`config.mk`:
```
export PLATFORM = sky130hd
export DESIGN_NAME = inst_fetch
export DESIGN_NICKNAME = d
export VERILOG_FILES = /design/src/rtl/cpu_defs.sv /design/src/rtl/pc_reg.sv /design/src/rtl/inst_fetch.sv
export SDC_FILE = /design/constraint.sdc
export NUM_CORES = 1
export LEC_CHECK = 0
export ABC_AREA = 1
export CORE_MARGIN = 5
export CORE_UTILIZATION = 46
export CTS_BUF_LIST = sky130_fd_sc_hd__clkbuf_2 sky130_fd_sc_hd__clkbuf_4 sky130_fd_sc_hd__clkbuf_8
export CTS_CLUSTER_DIAMETER = 80
export DETAILED_ROUTE_END_ITERATION = 7
export GPL_TIMING_DRIVEN = 0
export PLACE_DENSITY = 0.88
export SLEW_MARGIN = 20
export SYNTH_ARGS = -nofsm -noshare
export SYNTH_HDL_FRONTEND = slang
export SYNTH_HIERARCHICAL = 1
export SYNTH_SLANG_ARGS = --single-unit
export TNS_END_PERCENT = 10
```
`constraint.sdc`:
```
create_clock -name clk -period 1.7 [get_ports clk]
set_input_delay 0.17 -clock clk [delete_from_list [all_inputs] [get_ports clk]]
set_output_delay 0.17 -clock clk [all_outputs]
set_load 0.1 [all_outputs]
```
`src/rtl/cpu_defs.sv`:
```
`default_nettype none
// ============================================================================
// Package     : cpu_defs
// Description : Shared constants and types for the MIPS16 fetch stage.
//               Word/address width, reset PC, bubble instruction and the
//               fetch FSM state encoding.
// Revision    : 1.0 - initial release
// ============================================================================
package cpu_defs;

  // Instruction words and addresses share one width on this core.
  localparam int unsigned WORD_W = 16;

  typedef logic [WORD_W-1:0] word_t;

  // First address fetched once the core leaves reset.
  localparam logic [WORD_W-1:0] RESET_PC = 16'h0000;

  // MIPS16 NOP, written into IF/ID whenever a bubble is inserted.
  localparam logic [WORD_W-1:0] NOP_INST = 16'h0800;

  // Fetch FSM encoding.
  localparam logic [0:0] ST_BOOT = 1'b0;
  localparam logic [0:0] ST_RUN  = 1'b1;

  // Sequential successor; 16'hFFFF rolls over to 16'h0000 by natural wrap.
  function automatic word_t next_seq_pc(input word_t pc);
    return pc + word_t'(1);
  endfunction

endpackage : cpu_defs
`default_nettype wire

```
`src/rtl/pc_reg.sv`:
```
`default_nettype none
// ============================================================================
// Module      : pc_reg
// Description : Program-counter register, BOOT/RUN FSM and next-PC priority
//               mux of the instruction-fetch stage.
// Ports       : clk, rst (async, active-low)
//               stall_pc_i, branch_flag_i, branch_target_i, flush_i,
//               flush_pc_i, mem_conflict_i  - redirect / hold controls
//               pc_o      - current PC (drives the ROM address)
//               rom_ce_o  - ROM enable
//               boot_o    - high during the single post-reset BOOT cycle
// Revision    : 1.0 - initial release
// ============================================================================
module pc_reg
  import cpu_defs::*;
(
  input  logic              clk,
  input  logic              rst,
  input  logic              stall_pc_i,
  input  logic              branch_flag_i,
  input  logic [WORD_W-1:0] branch_target_i,
  input  logic              flush_i,
  input  logic [WORD_W-1:0] flush_pc_i,
  input  logic              mem_conflict_i,
  output logic [WORD_W-1:0] pc_o,
  output logic              rom_ce_o,
  output logic              boot_o
);

  logic [0:0]        state_q;
  logic [0:0]        state_d;
  logic [WORD_W-1:0] pc_q;
  logic [WORD_W-1:0] pc_d;

  // BOOT is a one-cycle hold after reset release; RUN is absorbing.
  always_comb begin
    state_d = ST_RUN;
  end

  // Next PC. Flush outranks everything, including BOOT, so an exception
  // raised in the very first cycle still redirects. A conflict cycle holds
  // the PC so the address that lost the bus is refetched next cycle.
  always_comb begin
    pc_d = next_seq_pc(pc_q);
    if (flush_i) begin
      pc_d = flush_pc_i;
    end else if (state_q == ST_BOOT) begin
      pc_d = pc_q;
    end else if (stall_pc_i) begin
      pc_d = pc_q;
    end else if (branch_flag_i) begin
      pc_d = branch_target_i;
    end else if (mem_conflict_i) begin
      pc_d = pc_q;
    end
  end

  always_ff @(posedge clk or negedge rst) begin
    if (!rst) begin
      state_q <= ST_BOOT;
      pc_q    <= RESET_PC;
    end else begin
      state_q <= state_d;
      pc_q    <= pc_d;
    end
  end

  assign pc_o     = pc_q;
  assign boot_o   = (state_q == ST_BOOT);
  assign rom_ce_o = (state_q == ST_RUN) && !mem_conflict_i && !flush_i;

endmodule : pc_reg
`default_nettype wire

```
`src/rtl/inst_fetch.sv`:
```
`default_nettype none
// ============================================================================
// Module      : inst_fetch
// Description : MIPS16 instruction-fetch stage. Holds the PC, drives the
//               combinational instruction ROM and latches the fetched word
//               into the IF/ID pipeline register.
// Ports       : clk, rst (async, active-low)
//               stall_pc, stall_id          - hazard-unit holds
//               branch_flag, branch_target  - delayed-branch redirect
//               flush, flush_pc             - exception/interrupt redirect
//               mem_conflict                - MEM owns the shared bus
//               rom_ce, rom_addr, rom_inst  - instruction ROM interface
//               id_pc, id_inst, id_valid    - IF/ID register contents
// Revision    : 1.0 - initial release
// ============================================================================
module inst_fetch
  import cpu_defs::*;
(
  input  logic              clk,
  input  logic              rst,
  input  logic              stall_pc,
  input  logic              stall_id,
  input  logic              branch_flag,
  input  logic [WORD_W-1:0] branch_target,
  input  logic              flush,
  input  logic [WORD_W-1:0] flush_pc,
  input  logic              mem_conflict,
  output logic              rom_ce,
  output logic [WORD_W-1:0] rom_addr,
  input  logic [WORD_W-1:0] rom_inst,
  output logic [WORD_W-1:0] id_pc,
  output logic [WORD_W-1:0] id_inst,
  output logic              id_valid
);

  logic [WORD_W-1:0] pc;
  logic              boot;

  logic [WORD_W-1:0] id_pc_q;
  logic [WORD_W-1:0] id_pc_d;
  logic [WORD_W-1:0] id_inst_q;
  logic [WORD_W-1:0] id_inst_d;
  logic              id_valid_q;
  logic              id_valid_d;

  pc_reg u_pc_reg (
    .clk             (clk),
    .rst             (rst),
    .stall_pc_i      (stall_pc),
    .branch_flag_i   (branch_flag),
    .branch_target_i (branch_target),
    .flush_i         (flush),
    .flush_pc_i      (flush_pc),
    .mem_conflict_i  (mem_conflict),
    .pc_o            (pc),
    .rom_ce_o        (rom_ce),
    .boot_o          (boot)
  );

  assign rom_addr = pc;

  // IF/ID next value. A taken branch deliberately does not appear here:
  // the word fetched alongside it is the delay slot and must be kept.
  always_comb begin
    id_pc_d    = pc;
    id_inst_d  = rom_inst;
    id_valid_d = 1'b1;
    if (flush) begin
      id_inst_d  = NOP_INST;
      id_valid_d = 1'b0;
    end else if (stall_id) begin
      id_pc_d    = id_pc_q;
      id_inst_d  = id_inst_q;
      id_valid_d = id_valid_q;
    end else if (boot || stall_pc || mem_conflict) begin
      // No fetch this cycle; tag the bubble with the PC it stands in for.
      id_inst_d  = NOP_INST;
      id_valid_d = 1'b0;
    end
  end

  always_ff @(posedge clk or negedge rst) begin
    if (!rst) begin
      id_pc_q    <= '0;
      id_inst_q  <= NOP_INST;
      id_valid_q <= 1'b0;
    end else begin
      id_pc_q    <= id_pc_d;
      id_inst_q  <= id_inst_d;
      id_valid_q <= id_valid_d;
    end
  end

  assign id_pc    = id_pc_q;
  assign id_inst  = id_inst_q;
  assign id_valid = id_valid_q;

endmodule : inst_fetch
`default_nettype wire

```
==> flow_summary.ini, run 1 <==
[detailed_routing]
vias = 2877
antenna_left = 0
post_drt_via_cell_ratio = 5.15
wl_per_cell_microns = 14.6
routed_wl_microns = 8160
route.detailed.drc = 0
drt_first_iter_violations = 217
dr.pass1.iters = 5

[place]
io_buffers = 103
gp_congestion = 0.891
dpl.cell_count = 551
dpl.hpwl_microns = 6110

[power_and_ir_drop]
leakage_nw = 2.00
ir_worst_vdd_mv = 0.580
design_power_total_mw = 3.95
power_density_mw_per_mm2 = 1010

[worst_setup_path]
slowest_delay_ns = 0.83
path_delay_family = buffers and inverters
rrSetupSlack_ns = 0.19
worstPathCellList = clkdlybuf4s15_1
cp-end-kind = output port
crit_buf_inv = 1
cp_max_fo = 2
slowest_stage = clkdlybuf4s15_1
crit_required_ns = 1.53
critPathLaunchType = flop
reg2reg_to = u_pc_reg/pc_o[8]
r2r-start = u_pc_reg/pc_o[0]
crit_type = flop to output port
r2r.worst_path.cells = 9
cp.arrival_ns = 1.49

[global_route]
grt_pass1_wl_microns = 13500
antenna_found_initial = 0
grt.total_usage_pct = 22.4
grt_pass1_vias = 2818
overflow = 0
grt_max_degree = 33

[layout]
fillers = 491
drive_gt1_share_pct = 19.6
nNetsFinal = 539
areaGrowthSynthToFinish_pct = 42.7
utilization_pct = 67.0
instances_no_fill = 559
n_antenna_cell = 0

[timing]
fin_tns_setup_ns = 0
fmax_ghz = 0.601
report.final.slew_viol_count = 0
worst_slew_pin_slew_ns = 0.961
period_needed_ns = 1.66
rsz0062_at_grt = yes
skew_ns = 0.00509
hold_viol_final = 0
slew_headroom_pct = 36.2
finalCritPeriodShare_pct = 97.9
setup_viol = 0

[clock_network]
numCtsBuffers = 5
clock_latency_ns = 0.30
numClockSinks = 50
htreeDepth = 2
cts-root-buf = clkbuf_8
cts_tree = done
cts_buffer_depth = 2
clkTransAtPathRegs_ns = 0.10

[logic_synthesis]
ys_ff_latch = 50
syn-cell-area_sq_mm = 0.00275
synth.avg_cell_area_sq_um = 7.38
ys_types = 33
yosys_warnings = 6
synthCells = 372
synth-seq-area-share_pct = 45.6
syn_nets = 428

[floorplan]
die_w_microns = 87.3
die_y_microns = 87.3
num_io_pins = 105
dieArea_sq_mm = 0.00761
start_util_pct = 46.9
num_rows = 28
fp.coreArea_sq_mm = 0.00585

[worst_hold_path]
hold_class = primary input to asynchronous set/reset pin

[run_status]
status = finished clean

[run]
max-cap-violations = 0
[cells in the mapped netlist, drive strengths merged]
cell | number | area share, %
dfrtp | 49 | 45
buf | 12 | 3.5
nand4 | 5 | 1.1
nor3 | 1 | 0.18
dfstp | 1 | 0.96
o21bai | 1 | 0.27
o21ai | 23 | 5.6
xor2 | 5 | 1.6
nand3 | 23 | 5.0
nor2 | 43 | 6.5
ha | 1 | 0.46
conb | 1 | 0.14
a21oi | 9 | 1.8
inv | 38 | 5.5
nand2 | 154 | 21
o211ai | 3 | 0.82
clkbuf | 2 | 0.27
a31oi | 1 | 0.23
[through the flow]
stage          setup slack [ns]  cell area, sq um  hold slack [ns]
6_report                 0.0359              3920            0.340
5_1_grt                 -0.0186              3920            0.358
4_1_cts                0.000234              4020            0.326
3_5_place_dp              -1.05              3900            0.147
3_3_place_gp              -1.14              3880            0.453
2_1_floorplan            -0.244              2760           -0.126
[flip-flops by register name, summed over array words and instances, names as in the netlist]
name	flops
id_pc	16
id_inst	16
u_pc_reg/state_q	1
id_valid	1
u_pc_reg/pc_o	16
[layout by cell type (no fill, tap or decap), types with 3 or more instances in the layout]
| cell | count |
|---|---|
| clkdlybuf4s15_2 | 18 |
| buf_2 | 6 |
| dfrtp_1 | 47 |
| nand3_1 | 20 |
| o21ai_2 | 10 |
| clkbuf_8 | 5 |
| xor2_1 | 5 |
| a21oi_1 | 8 |
| buf_4 | 4 |
| o21ai_1 | 6 |
| nor2_1 | 38 |
| o211ai_1 | 3 |
| nor2_2 | 4 |
| inv_1 | 33 |
| inv_2 | 3 |
| nand2_1 | 152 |
| clkdlybuf4s50_1 | 52 |
| clkdlybuf4s15_1 | 7 |
| buf_6 | 3 |
| clkbuf_2 | 24 |
| nand4_1 | 5 |
| o21ai_0 | 7 |
[worst max path at each step]
stage                          start                 to  slack, ns  depth (start not counted)
finish                      id_pc[2]           id_pc[2]       0.04                          1
global route              id_inst[3]         id_inst[3]      -0.02                          1
CTS                       id_inst[3]         id_inst[3]     0.0002                          1
detailed placement             flush             rom_ce      -1.05                          5
global placement                 rst   u_pc_reg/pc_o[0]      -1.14                          1
floorplan           u_pc_reg/pc_o[7]  u_pc_reg/pc_o[15]      -0.24                          9
[power breakdown]
| group | leakage [nW] | internal [mW] | switching (mW) | total [mW] |
|---|---|---|---|---|
| combinational | 1.32 | 0.387 | 1.26 | 1.65 |
| clock | 0.0585 | 0.442 | 0.410 | 0.852 |
| sequential | 0.627 | 1.31 | 0.141 | 1.45 |
[cells by family (layout without fill, tap and decap cells)]
group                    Yosys count  after routing  synth area share [%]
AND/OR/NAND/NOR                  226            226                  34.3
other                              1              1                 0.137
XOR/XNOR                           5              5                  1.60
buffers and inverters             52            164                  9.25
AO/OA/AOI/OAI                     37             37                  8.66
flip-flops                        50             50                  45.6
adder cells (fa/ha/maj)            1              1                 0.456
[area by class of cell]
type	count	area, sq um	share of cell area, %
inverter	38	150	3.83
clock inverter	3	43.8	1.12
buffer	13	100	2.56
timing repair buffer	105	956	24.4
sequential	50	1250	32.0
clock buffer	5	68.8	1.76
tap	75	93.8	2.40
multi-input combinational	270	1250	31.9
[layer usage]
layer	wire (microns)	vias to the layer above	global-route usage (%)
met1	3240	1340	28.6
met4	184	0	7.95
met2	4110	146	38.1
met3	637	15	3.69
met5	0	-	0
li1	-	1376	-
[what timing repair did]
item	4_1_cts	5_1_grt
gates cloned	0	0
hold buffers	1	0
endpoints found under the hold margin	17	0
resized for setup	108	38
buffers inserted	0	0
pin swaps	0	0
setup endpoints to repair	50	30
Note: power is estimated with default switching activity, not from simulation.
==> run 2: changes to the inputs <==
--- a/config.mk
+++ b/config.mk
@@ -6,14 +6,14 @@
 export NUM_CORES = 1
 export LEC_CHECK = 0
 export ABC_AREA = 1
-export CORE_MARGIN = 5
+export CORE_MARGIN = 4
 export CORE_UTILIZATION = 46
 export CTS_BUF_LIST = sky130_fd_sc_hd__clkbuf_2 sky130_fd_sc_hd__clkbuf_4 sky130_fd_sc_hd__clkbuf_8
 export CTS_CLUSTER_DIAMETER = 80
 export DETAILED_ROUTE_END_ITERATION = 7
 export GPL_TIMING_DRIVEN = 0
 export PLACE_DENSITY = 0.88
-export SLEW_MARGIN = 20
+export SLEW_MARGIN = 25
 export SYNTH_ARGS = -nofsm -noshare
 export SYNTH_HDL_FRONTEND = slang
 export SYNTH_HIERARCHICAL = 1
==> flow_summary.ini, run 2 (synthesis gave the netlist of run 1 again) <==
[place]
gp_congestion = 0.951
io_buffers = 103
placed_area_sq_mm = 0.00388
dpl.cell_count = 547
pre_cts_ws_ns = -1.04
dpl.hpwl_microns = 5690

[worst_setup_path]
cp-end-kind = output port
slowest_stage = clkdlybuf4s15_1
critPathLaunchType = flop
slowest_delay_ns = 0.83
path_delay_family = buffers and inverters
crit_type = flop to output port
worstPathCellList = clkdlybuf4s15_1
crit_required_ns = 1.53
cp.arrival_ns = 1.50
cp_max_fo = 2
crit_buf_inv = 1

[timing]
skew_ns = 0.00842
holdWs_ns = 0.345
finalCritPeriodShare_pct = 98.1
fmax_ghz = 0.600
hold_viol_final = 0
period_needed_ns = 1.67
setup_ws_ns = 0.0325
slew_headroom_pct = 36.3
report.final.slew_viol_count = 0
worst_slew_pin_slew_ns = 0.959
setup_viol = 0

[layout]
areaGrowthSynthToFinish_pct = 42.5
instances_no_fill = 555
final_common_cell = nand2_1
final_cell_mix = 152 x nand2_1, 52 x clkdlybuf4s50_1, 47 x dfrtp_1
n_antenna_cell = 0
design_area_sq_mm = 0.00391
drive_gt1_share_pct = 19.0
nNetsFinal = 538

[floorplan]
fp.coreArea_sq_mm = 0.00564
num_rows = 27
dieArea_sq_mm = 0.00727
die_w_microns = 85.3
start_util_pct = 48.7
num_io_pins = 105
die_y_microns = 85.3

[clock_network]
clkTransAtPathRegs_ns = 0.09
cts_buffer_depth = 2
htreeDepth = 2
cts_tree = done
cts_setup_buffers = 0
numCtsBuffers = 5
cts-root-buf = clkbuf_8
numClockSinks = 50
clock_latency_ns = 0.31

[power_and_ir_drop]
power_density_mw_per_mm2 = 983
leakage_nw = 1.99
design_power_total_mw = 3.84
ir_worst_vdd_mv = 0.554

[detailed_routing]
drt_first_iter_violations = 113
post_drt_via_cell_ratio = 4.94
dr.pass1.iters = 4
routed_wl_microns = 7660
route.detailed.drc = 0
vias = 2739
wl_per_cell_microns = 13.8
antenna_left = 0

[global_route]
grt.total_usage_pct = 21.6
overflow = 0
antenna_found_initial = 0
grt_pass1_wl_microns = 12600
grt_max_degree = 51
grt_pass1_vias = 2580

[worst_hold_path]
hold_class = primary input to flop

[run]
max-cap-violations = 0

[run_status]
status = finished clean
-- run 2: metal layers --
layer | part of all wire, % | routed length (microns) | vias to the layer above | global-route usage, %
met5 | 0 | 0 | - | 0
met4 | 0.80 | 61 | 0 | 6.19
met3 | 7.2 | 551 | 6 | 3.79
met2 | 48 | 3690 | 99 | 34.4
met1 | 44 | 3350 | 1270 | 30.1
li1 | - | - | 1364 | -
-- run 2: power breakdown --
part | switching, mW | internal, mW
registers | 0.139 | 1.31
logic | 1.25 | 0.394
clock network | 0.417 | 0.336
-- run 2: area by class of cell --
class | instances | area [sq um]
Tap cell | 72 | 90.1
Fill cell | 482 | 1730
Multi-Input combinational cell | 270 | 1250
Sequential cell | 50 | 1250
Clock buffer | 6 | 82.6
Timing Repair Buffer | 104 | 967
Inverter | 38 | 150
Buffer | 13 | 100
Clock inverter | 2 | 16.3
-- run 2: worst paths after layout --
kind / from / endpoint / slack, ns / depth (start not counted)
min reg2reg: id_inst[11] / id_inst[11] / 0.48 / 2
max: id_pc[11] / id_pc[11] / 0.03 / 1
min in group asynchronous: rst / u_pc_reg/pc_o[11] / 0.43 / 2
max reg2reg: u_pc_reg/pc_o[0] / u_pc_reg/pc_o[10] / 0.19 / 8
max in group asynchronous: rst / u_pc_reg/pc_o[0] / 0.82 / 2
min: branch_flag / u_pc_reg/pc_o[4] / 0.35 / 5
-- run 2: timing repair --
| action | CTS | global route |
|---|---|---|
| endpoints found under the setup margin | 50 | 27 |
| gates resized for setup | 110 | 34 |
| hold buffers | 1 | 0 |
| endpoints found under the hold margin | 49 | 0 |
| gates cloned | 0 | 0 |
-- run 2: metrics by stage --
step	utilization (%)	TNS (ns)
after floorplan	-	-2.49
after global placement	68.8	-50.29
after detailed placement	68.7	-3.43
after CTS	70.7	0
after global routing	69.3	-0.0111
final	69.3	0
==> run 3: changes to the inputs <==
--- a/config.mk
+++ b/config.mk
@@ -11,7 +11,6 @@
 export CTS_BUF_LIST = sky130_fd_sc_hd__clkbuf_2 sky130_fd_sc_hd__clkbuf_4 sky130_fd_sc_hd__clkbuf_8
 export CTS_CLUSTER_DIAMETER = 80
 export DETAILED_ROUTE_END_ITERATION = 7
-export GPL_TIMING_DRIVEN = 0
 export PLACE_DENSITY = 0.88
 export SLEW_MARGIN = 25
 export SYNTH_ARGS = -nofsm -noshare
==> flow_summary.ini, run 3 (synthesis gave the netlist of run 1 again) <==
[timing]
setup_viol = 0
setup_ws_ns = 0.141
report.final.slew_viol_count = 0
rsz0062_at_grt = no
fmax_ghz = 0.642
finalCritPeriodShare_pct = 91.7
period_needed_ns = 1.56
hold_viol_final = 0
holdWs_ns = 0.365
slew_headroom_pct = 63.3
skew_ns = 0.00440
worst_slew_pin_slew_ns = 0.549
fin_tns_setup_ns = 0

[detailed_routing]
post_drt_via_cell_ratio = 5.06
dr.pass1.iters = 4
routed_wl_microns = 7760
drt_first_iter_violations = 147
wl_per_cell_microns = 14.0
vias = 2806
antenna_left = 0
route.detailed.drc = 0

[worst_setup_path]
r2r-start = u_pc_reg/pc_o[1]
cp_max_fo = 9
critPathLaunchType = flop
cp-end-kind = flop
rrSetupSlack_ns = 0.14
crit_type = flop to flop
crit_required_ns = 1.94
r2r.worst_path.cells = 9
crit_path_end = u_pc_reg/pc_o[8]
cp.arrival_ns = 1.79
crit_path_start = u_pc_reg/pc_o[1]
reg2reg_to = u_pc_reg/pc_o[8]

[worst_hold_path]
hold_class = primary input to asynchronous set/reset pin

[clock_network]
clock_latency_ns = 0.30
clkTransAtPathRegs_ns = 0.09
cts_buffer_depth = 2
htreeDepth = 2
post_cts_resized = 0
cts_tree = done
numCtsBuffers = 5
numClockSinks = 50
cts-root-buf = clkbuf_8

[place]
pre_cts_ws_ns = 0.0387
gp_congestion = 0.932
io_buffers = 104
dpl.cell_count = 546
dpl.hpwl_microns = 5960
placed_area_sq_mm = 0.00403

[layout]
design_area_sq_mm = 0.00413
instances_no_fill = 555
nNetsFinal = 538
areaGrowthSynthToFinish_pct = 50.6
final_cell_mix = 152 x nand2_1, 53 x clkdlybuf4s50_1, 47 x dfrtp_1
utilization_pct = 73.3
n_antenna_cell = 0
drive_gt1_share_pct = 20.9
final_common_cell = nand2_1

[global_route]
grt.total_usage_pct = 22.6
overflow = 0
grt_max_degree = 34
antenna_found_initial = 0
grt_pass1_wl_microns = 13300
grt_pass1_vias = 2725

[run_status]
status = finished clean

[power_and_ir_drop]
power_density_mw_per_mm2 = 973
ir_worst_vdd_mv = 0.644
leakage_nw = 2.11
design_power_total_mw = 4.02

[floorplan]
fp.coreArea_sq_mm = 0.00564
dieArea_sq_mm = 0.00727
num_io_pins = 105
start_util_pct = 48.7
die_w_microns = 85.3
die_y_microns = 85.3
num_rows = 27

[run]
max-cap-violations = 0
-- run 3: cell types whose count changed in the layout (fill, tap and decap cells not counted), moves of 3 or more --
cell | before | now
buf_12 | 0 | 23
buf_2 | 5 | 1
clkbuf_2 | 19 | 0
buf_6 | 3 | 0
buf_4 | 5 | 39
clkdlybuf4s15_1 | 9 | 0
clkdlybuf4s15_2 | 21 | 0
-- run 3: routing by layer --
layer,global-route usage (%),part of all wire [%],vias up
met5,0,0,-
li1,-,-,1374
met1,30.1,41,1309
met3,4.17,7.4,9
met2,38.3,50,114
met4,5.18,1.1,0
-- run 3: repair_timing --
item,in CTS,in global routing
hold buffers,1,0
setup buffers,0,0
endpoints found under the hold margin,19,0
-- run 3: critical path, stage by stage, from the launching register on --
cell	delay (ns)
dfrtp_2	0.46
ha_1	0.23
nand3_2	0.13
nor2_4	0.24
nand2_1	0.09
nand2_1	0.06
nand3_1	0.07
nand2_1	0.07
inv_1	0.04
o21ai_2	0.10
-- run 3: power breakdown --
group	internal, mW	switching (mW)	leakage [nW]
Combinational	0.596	1.27	1.44
Clock	0.290	0.397	0.0441
Sequential	1.31	0.161	0.627
-- run 3: area by class of cell --
type                            count  area, sq um
Timing Repair Buffer              117         1300
Multi-Input combinational cell    270         1250
Sequential cell                    50         1250
Clock buffer                        5         68.8
Tap cell                           72         90.1
Clock inverter                      3         21.3
Fill cell                         438         1510
Inverter                           38          150
-- run 3: worst min path at each step --
stage,from,end,cells after the start
after floorplan,rst,id_inst[0],0
after global placement,rst,id_pc[5],1
after detailed placement,rst,id_pc[13],1
after CTS,rst,u_pc_reg/pc_o[2],2
after global routing,rst,u_pc_reg/pc_o[2],2
final,rst,id_pc[13],2
